## config.mk

```make
export PLATFORM = sky130hd
export DESIGN_NAME = gpr_access_ctrl
export DESIGN_NICKNAME = d
export VERILOG_FILES = /design/src/rtl/gpr_access_ctrl.sv
export SDC_FILE = /design/constraint.sdc
export NUM_CORES = 1
export LEC_CHECK = 0
export ABC_AREA = 0
export CAP_MARGIN = 20
export CORE_MARGIN = 1
export CORE_UTILIZATION = 48
export DETAILED_ROUTE_END_ITERATION = 8
export PLACE_DENSITY_LB_ADDON = 0.25
export SETUP_SLACK_MARGIN = 0.5
export SLEW_MARGIN = 5
export SYNTH_ARGS = -nofsm -noshare
export SYNTH_HDL_FRONTEND = slang
export SYNTH_SLANG_ARGS = --single-unit
```

## constraint.sdc

```tcl
create_clock -name CLK -period 4 [get_ports CLK]
set_input_delay 0.8 -clock CLK [delete_from_list [all_inputs] [get_ports CLK]]
set_output_delay 0.8 -clock CLK [all_outputs]
set_load 0.01 [all_outputs]
```

## src/rtl/gpr_access_ctrl.sv

```systemverilog
// gpr_access_ctrl: arbitrates a buffered write stream and a three-port read
// stream onto a single register file (32 x 32-bit GPRs, r0 hard-wired to 0).
//
// Ports
//   CLK, RESET                     clock, synchronous active-high reset
//   WR_VALID/WR_READY/WR_ADDR/WR_DATA
//                                  write request; writes to r0 are dropped
//   RD_VALID/RD_READY/RD_{A,B,D}_ADDR
//                                  read request for up to three registers
//   RSP_VALID/RSP_READY/RSP_{A,B,D}/RSP_AEQZ
//                                  read response, held until accepted
//   GPR_WE, C, C_ADDRESS           register-file write port
//   A/B/D_ADDRESS                  register-file read addresses
//   GPR_A/B/D, GPR_AEQZ            register-file read data
//
// Writes are queued in an in-order FIFO and drained while no read is
// pending. A read is only accepted when no buffered write targets one of its
// addresses, so it always observes the architecturally latest value.
module gpr_access_ctrl #(
  parameter int unsigned FIFO_DEPTH = 4,
  parameter int unsigned RD_LATENCY = 1
) (
  input  logic        CLK,
  input  logic        RESET,
  input  logic        WR_VALID,
  output logic        WR_READY,
  input  logic [4:0]  WR_ADDR,
  input  logic [31:0] WR_DATA,
  input  logic        RD_VALID,
  output logic        RD_READY,
  input  logic [4:0]  RD_A_ADDR,
  input  logic [4:0]  RD_B_ADDR,
  input  logic [4:0]  RD_D_ADDR,
  output logic        RSP_VALID,
  input  logic        RSP_READY,
  output logic [31:0] RSP_A,
  output logic [31:0] RSP_B,
  output logic [31:0] RSP_D,
  output logic        RSP_AEQZ,
  output logic        GPR_WE,
  output logic [31:0] C,
  output logic [4:0]  C_ADDRESS,
  output logic [4:0]  A_ADDRESS,
  output logic [4:0]  B_ADDRESS,
  output logic [4:0]  D_ADDRESS,
  input  logic [31:0] GPR_A,
  input  logic [31:0] GPR_B,
  input  logic [31:0] GPR_D,
  input  logic        GPR_AEQZ
);

  localparam int unsigned PTR_W = $clog2(FIFO_DEPTH);
  localparam int unsigned CNT_W = PTR_W + 1;

  typedef enum logic [1:0] {
    S_IDLE,
    S_WRITE,
    S_RD_WAIT,
    S_RSP
  } state_t;

  state_t state, state_next;

  // Write buffer
  logic [4:0]            fifo_addr [FIFO_DEPTH];
  logic [31:0]           fifo_data [FIFO_DEPTH];
  logic [FIFO_DEPTH-1:0] fifo_vld;
  logic [PTR_W-1:0]      wr_ptr, rd_ptr;
  logic [CNT_W-1:0]      count, count_next;
  logic                  fifo_full, fifo_empty;

  // Read tracking
  logic [4:0]  rd_a, rd_b, rd_d;
  logic [1:0]  lat_cnt;
  logic        lat_last;
  logic [31:0] rsp_a, rsp_b, rsp_d;
  logic        rsp_aeqz;

  logic hazard, write_forced, rd_ready_int, rd_accept;
  logic wr_accept, push, pop;

  assign fifo_full  = (count == CNT_W'(FIFO_DEPTH));
  assign fifo_empty = (count == '0);

  // Per-slot valid bits make the hazard check independent of pointer order.
  always_comb begin
    hazard = 1'b0;
    for (int unsigned i = 0; i < FIFO_DEPTH; i++) begin
      if (fifo_vld[PTR_W'(i)] &&
          ((RD_A_ADDR != '0 && fifo_addr[PTR_W'(i)] == RD_A_ADDR) ||
           (RD_B_ADDR != '0 && fifo_addr[PTR_W'(i)] == RD_B_ADDR) ||
           (RD_D_ADDR != '0 && fifo_addr[PTR_W'(i)] == RD_D_ADDR)))
        hazard = 1'b1;
    end
  end

  assign write_forced = fifo_full || (RD_VALID && hazard);
  assign rd_ready_int = (state == S_IDLE) && !hazard && !write_forced && !RESET;
  assign rd_accept    = RD_VALID && rd_ready_int;

  assign wr_accept  = WR_VALID && !fifo_full;
  assign push       = wr_accept && (WR_ADDR != '0);
  assign pop        = (state == S_WRITE) && !fifo_empty;
  assign count_next = count + CNT_W'(push) - CNT_W'(pop);

  assign lat_last = (lat_cnt == 2'(RD_LATENCY - 1));

  // State register
  always_ff @(posedge CLK) begin
    if (RESET)
      state <= S_IDLE;
    else
      state <= state_next;
  end

  // Next-state logic
  always_comb begin
    state_next = state;
    unique case (state)
      S_IDLE: begin
        if (rd_accept)
          state_next = S_RD_WAIT;
        else if (!fifo_empty)
          state_next = S_WRITE;
      end
      S_WRITE: begin
        // write_forced is evaluated on the pre-pop buffer; a hazard that the
        // current pop resolves costs at most one extra drain cycle.
        if (count_next == '0 || (RD_VALID && !write_forced))
          state_next = S_IDLE;
      end
      S_RD_WAIT: begin
        if (lat_last)
          state_next = S_RSP;
      end
      S_RSP: begin
        if (RSP_READY)
          state_next = S_IDLE;
      end
      default: state_next = S_IDLE;
    endcase
  end

  // FIFO storage; slots are qualified by fifo_vld so no reset is needed.
  always_ff @(posedge CLK) begin
    if (push) begin
      fifo_addr[wr_ptr] <= WR_ADDR;
      fifo_data[wr_ptr] <= WR_DATA;
    end
  end

  // FIFO control, read latching and response capture
  always_ff @(posedge CLK) begin
    if (RESET) begin
      wr_ptr   <= '0;
      rd_ptr   <= '0;
      count    <= '0;
      fifo_vld <= '0;
      rd_a     <= '0;
      rd_b     <= '0;
      rd_d     <= '0;
      lat_cnt  <= '0;
      rsp_a    <= '0;
      rsp_b    <= '0;
      rsp_d    <= '0;
      rsp_aeqz <= 1'b0;
    end else begin
      if (pop) begin
        fifo_vld[rd_ptr] <= 1'b0;
        rd_ptr           <= rd_ptr + 1'b1;
      end
      if (push) begin
        fifo_vld[wr_ptr] <= 1'b1;
        wr_ptr           <= wr_ptr + 1'b1;
      end
      count <= count_next;

      if (rd_accept) begin
        rd_a    <= RD_A_ADDR;
        rd_b    <= RD_B_ADDR;
        rd_d    <= RD_D_ADDR;
        lat_cnt <= '0;
      end else if (state == S_RD_WAIT) begin
        if (lat_last) begin
          // r0 reads as zero whatever the register file returns.
          rsp_a    <= (rd_a == '0) ? '0 : GPR_A;
          rsp_b    <= (rd_b == '0) ? '0 : GPR_B;
          rsp_d    <= (rd_d == '0) ? '0 : GPR_D;
          rsp_aeqz <= (rd_a == '0) ? 1'b1 : GPR_AEQZ;
        end else begin
          lat_cnt <= lat_cnt + 1'b1;
        end
      end
    end
  end

  // Outputs are gated by RESET so an in-flight write or response is dropped
  // in the reset cycle itself rather than one cycle later.
  always_comb begin
    WR_READY  = !fifo_full;
    RD_READY  = rd_ready_int;
    RSP_VALID = (state == S_RSP) && !RESET;
    RSP_A     = rsp_a;
    RSP_B     = rsp_b;
    RSP_D     = rsp_d;
    RSP_AEQZ  = rsp_aeqz;
    GPR_WE    = 1'b0;
    C         = '0;
    C_ADDRESS = '0;
    A_ADDRESS = '0;
    B_ADDRESS = '0;
    D_ADDRESS = '0;
    if (state == S_WRITE && !RESET) begin
      GPR_WE    = 1'b1;
      C         = fifo_data[rd_ptr];
      C_ADDRESS = fifo_addr[rd_ptr];
    end
    if (state == S_RD_WAIT) begin
      A_ADDRESS = rd_a;
      B_ADDRESS = rd_b;
      D_ADDRESS = rd_d;
    end
  end

endmodule

```

==> metrics.log <==
[metrics] top post-synthesis cells by area: sky130_fd_sc_hd__edfxtp_1 (40%), sky130_fd_sc_hd__dfxtp_1 (23%), sky130_fd_sc_hd__mux4_2 (7.4%)
[metrics] total number of clock tree sinks: 277
[metrics] area growth from synthesis to final layout: 39.9%
[metrics] Final Hold Viols: 0
[metrics] family with the most delay on the worst path: buffers and inverters
[metrics] Post-Syn Nets: 1014
[metrics] highest net fanout along the worst path: 6
[metrics] total congestion overflow: 0
[metrics] maximum frequency from static timing analysis: around 290 MHz
[metrics] share of the clock period used by the worst path: 85.7%
[metrics] H-tree depth reported by CTS: 1
[metrics] effective utilization at floorplan: between 40% and 50%
[metrics] Avg Cell Area, Syn: between 10 and 15 µm²
[metrics] required time of the critical path: between 3000 and 4000 ps
[metrics] vias per cell: 5.26
[metrics] buffer levels on the longest clock path: 3
[metrics] WP buf/inv: 2
[metrics] clk_skew: ~11 ps
[metrics] IO Port Bufs: 306
[metrics] via count of the first global-routing pass: just under 8k
[metrics] number of instances on the worst hold path: 2
[metrics] Synth cell types: 37
[metrics] Yosys top cell area share: 39.6%
[metrics] reported leakage power: 5.40 nW
[metrics] Routed met1 length: 11.3 mm
[metrics] final HPWL from detailed placement: between 15 and 20 mm
[metrics] die area: 24000 µm²
[metrics] Hold Path Origin: RSP_A[21]$_SDFFE_PP0P_
[metrics] hold slack final: slightly above 500 ps
[metrics] pins over their slew limit: 0
[metrics] Cell Count, Final, Fillers Out: roughly 1.5k
[metrics] Routed Wire Length: roughly 28 mm
[metrics] outcome: complete, no violations
[metrics] initial antenna violation count: 1
[metrics] clock tree from TritonCTS: done
[metrics] clock buffer count from CTS: 29
[metrics] uppermost layer routed: met4
[metrics] Worst path max stage delay: 770 ps
[metrics] number of gates on the worst path with buffers counted: 7
[metrics] category of the critical setup timing path: in -> out
[metrics] number of cells on the worst reg-to-reg path: 14
[metrics] number of vias in the routed layout: ~7.8k
[metrics] most common cell after layout, fill and taps aside: sky130_fd_sc_hd__clkdlybuf4s50_1
[metrics] P per Cell Area: around 500 nW/µm²
[metrics] DP Cell Count: between 1k and 1.5k
[metrics] Hold Path Class: reg -> reg
[metrics] master of the slowest instance on the critical path: sky130_fd_sc_hd__clkdlybuf4s50_1
[metrics] commonest cells after routing, fill and taps aside: sky130_fd_sc_hd__clkdlybuf4s50_1 (291), sky130_fd_sc_hd__edfxtp_1 (148), sky130_fd_sc_hd__nor2_1 (132)
[metrics] I/O pins: just over 300
[metrics] sort of element at the start of the critical path: primary input
[metrics] core footprint: between 20000 and 25000 µm²
[metrics] Remaining DRCs: 0
[metrics] wire length of the first global-routing pass: around 43 mm
[metrics] final setup violation count: 0
[metrics] Yosys reg bits: 277
[metrics] Site Rows: 55
[metrics] 1st-pass router iterations: 8
[metrics] cell count after synthesis: about 850
[metrics] aggregate negative setup slack: 0 ps
[metrics] worst slew margin relative to its limit: between 20% and 30%
[metrics] startpoint of the lowest-slack register-to-register path: state[0]$_SDFFE_PP0P_
[metrics] pin count of the biggest net entering global routing: 75
[metrics] worst-skew pair later-pin latency: 540 ps
[metrics] max_cap viols: 0
[metrics] clock input transition at the sequential cells of the worst setup and hold paths: approximately 60 ps
[metrics] setup repair after global routing missed its margin: no
[metrics] width of the die: around 150 µm
[metrics] slew at the pin with the worst max-slew slack: between 1000 and 1500 ps
[metrics] sequential share of the synthesized area: a little over three fifths
[metrics] number of nets with antenna violations after detailed routing: 0
[metrics] data arrival time of the worst path: 2630 ps
[metrics] y dimension of the die: between 150 and 200 µm
[metrics] clock root cell: sky130_fd_sc_hd__clkbuf_16
[metrics] synthesized area: roughly 11000 µm²
[metrics] ratio of cells with drive above 1 in the final layout: between 10% and 20%
[metrics] routed len/inst: between 15 and 20 µm
[metrics] startpoint of the most critical setup path: RD_B_ADDR[0]
[metrics] # fillers: 1649
[metrics] met3 wire len: about 1.9 mm
[metrics] total routing resource utilization after global routing: 23.2%
[metrics] initial detailed-routing violation count: about 570
[metrics] total number of yosys warnings: 0
[metrics] time the worst path needs with I/O delays and setup: 3430 ps
[metrics] Final nets: about 1.3k
[metrics] ordered cell list for the critical path: clkdlybuf4s50_1 > xor2_1 > nor4_4 > o31ai_2 > nand4_2 > nor2_1 > buf_2
[metrics] Post-CTS Hold Buffers: 0
[metrics] total met2 wirelength after detailed routing: 14.3 mm
[metrics] cell type contributing the most total cell area after synthesis: sky130_fd_sc_hd__edfxtp_1
[metrics] placer's final routability congestion estimate: 0.985
[metrics] category of the worst setup path capture point: output port
[metrics] VDD IR max: roughly 350 µV
==> timing repair <==
action,CTS,global route
setup endpoints to repair,1,4
pin swaps,5,16
gates resized for setup,6,27
buffers inserted,1,0
==> flip-flops by register name (all words and copies together) (netlist names), 3 cells and up, named ones only <==
name and count:
RSP_A 32, RSP_B 32, RSP_D 32, count 3, fifo_addr 20, fifo_data 128
fifo_vld 4, rd_a 5, rd_b 5, rd_d 5
==> power breakdown <==
group | switching, mW | internal (mW) | total (mW)
combinational | 0.770 | 0.821 | 1.59
sequential | 0.144 | 3.29 | 3.43
clock | 1.10 | 1.71 | 2.81
==> cells by family after synthesis <==
| kind of cell | after synthesis | share of synthesized area [%] |
|---|---|---|
| buf+inv | 77 | 3.54 |
| flops | 277 | 62.6 |
| fa+ha+maj | 12 | 1.40 |
| simple gates | 247 | 10.9 |
| mux | 56 | 9.12 |
| xor+xnor | 65 | 5.07 |
| compound gates | 114 | 7.42 |
==> per-layer routing <==
layer / vias up / GRT usage, %
li1: 3666 / -
met2: 271 / 39.6
met4: 0 / 8.96
met5: - / 0
met1: 3790 / 28.9
met3: 68 / 5.29
==> cell usage after synthesis (all sizes together) <==
library cell  instances
or4                   3
nand2b                1
or2                   1
mux2i                19
nor4                 12
fa                    1
a211oi                2
nand2                10
nor3                  7
dfxtp               129
and3b                 1
nor2b                40
or3                   1
nor2                136
o21ai                 2
buf                  22
nand4b                1
edfxtp              148
o31ai                 5
nand3                14
ha                   11
clkbuf               43
mux4                 37
nand4                 1
o311a                 1
a21oi                 8
a22oi                96
inv                  12
xnor2                40
and2                 19
xor2                 25
==> worst min-delay path, stage by stage, from the launching register on <==
cell                      delay [ps]
sky130_fd_sc_hd__dfxtp_1         330
sky130_fd_sc_hd__a22oi_1          80
sky130_fd_sc_hd__nor2_1           70
==> cell type report <==
type,instances,area (µm²),area share [%]
antenna,1,2.50,0.0159
clock buffer,36,782,4.98
clock inverter,18,234,1.49
inverter,12,45.0,0.287
multi-input combinational,494,3920,25.0
sequential,277,7030,44.7
tap,313,392,2.49
timing repair buffer,332,3300,21.0
==> final timing paths <==
kind                             to  slack [ps]
max                        RD_READY         570
min          RSP_A[21]$_SDFFE_PP0P_         510
max reg2reg   state[0]$_SDFFE_PP0P_         940
min reg2reg  RSP_A[21]$_SDFFE_PP0P_         510
==> through the flow <==
| stage | setup slack, ps | power (mW) | cell area, µm² | utilization (%) |
|---|---|---|---|---|
| after floorplan | 670 | 4.41 | 11200 | - |
| after global placement | 61.7 | 5.04 | 14600 | 63.9 |
| after detailed placement | 27.8 | 5.07 | 14600 | 63.9 |
| after CTS | 505 | 7.89 | 15600 | 68.4 |
| after global routing | 504 | 8.17 | 15700 | 69.0 |
| final | 572 | 7.83 | 15700 | 69.0 |
(Power assumes the default switching activity.)
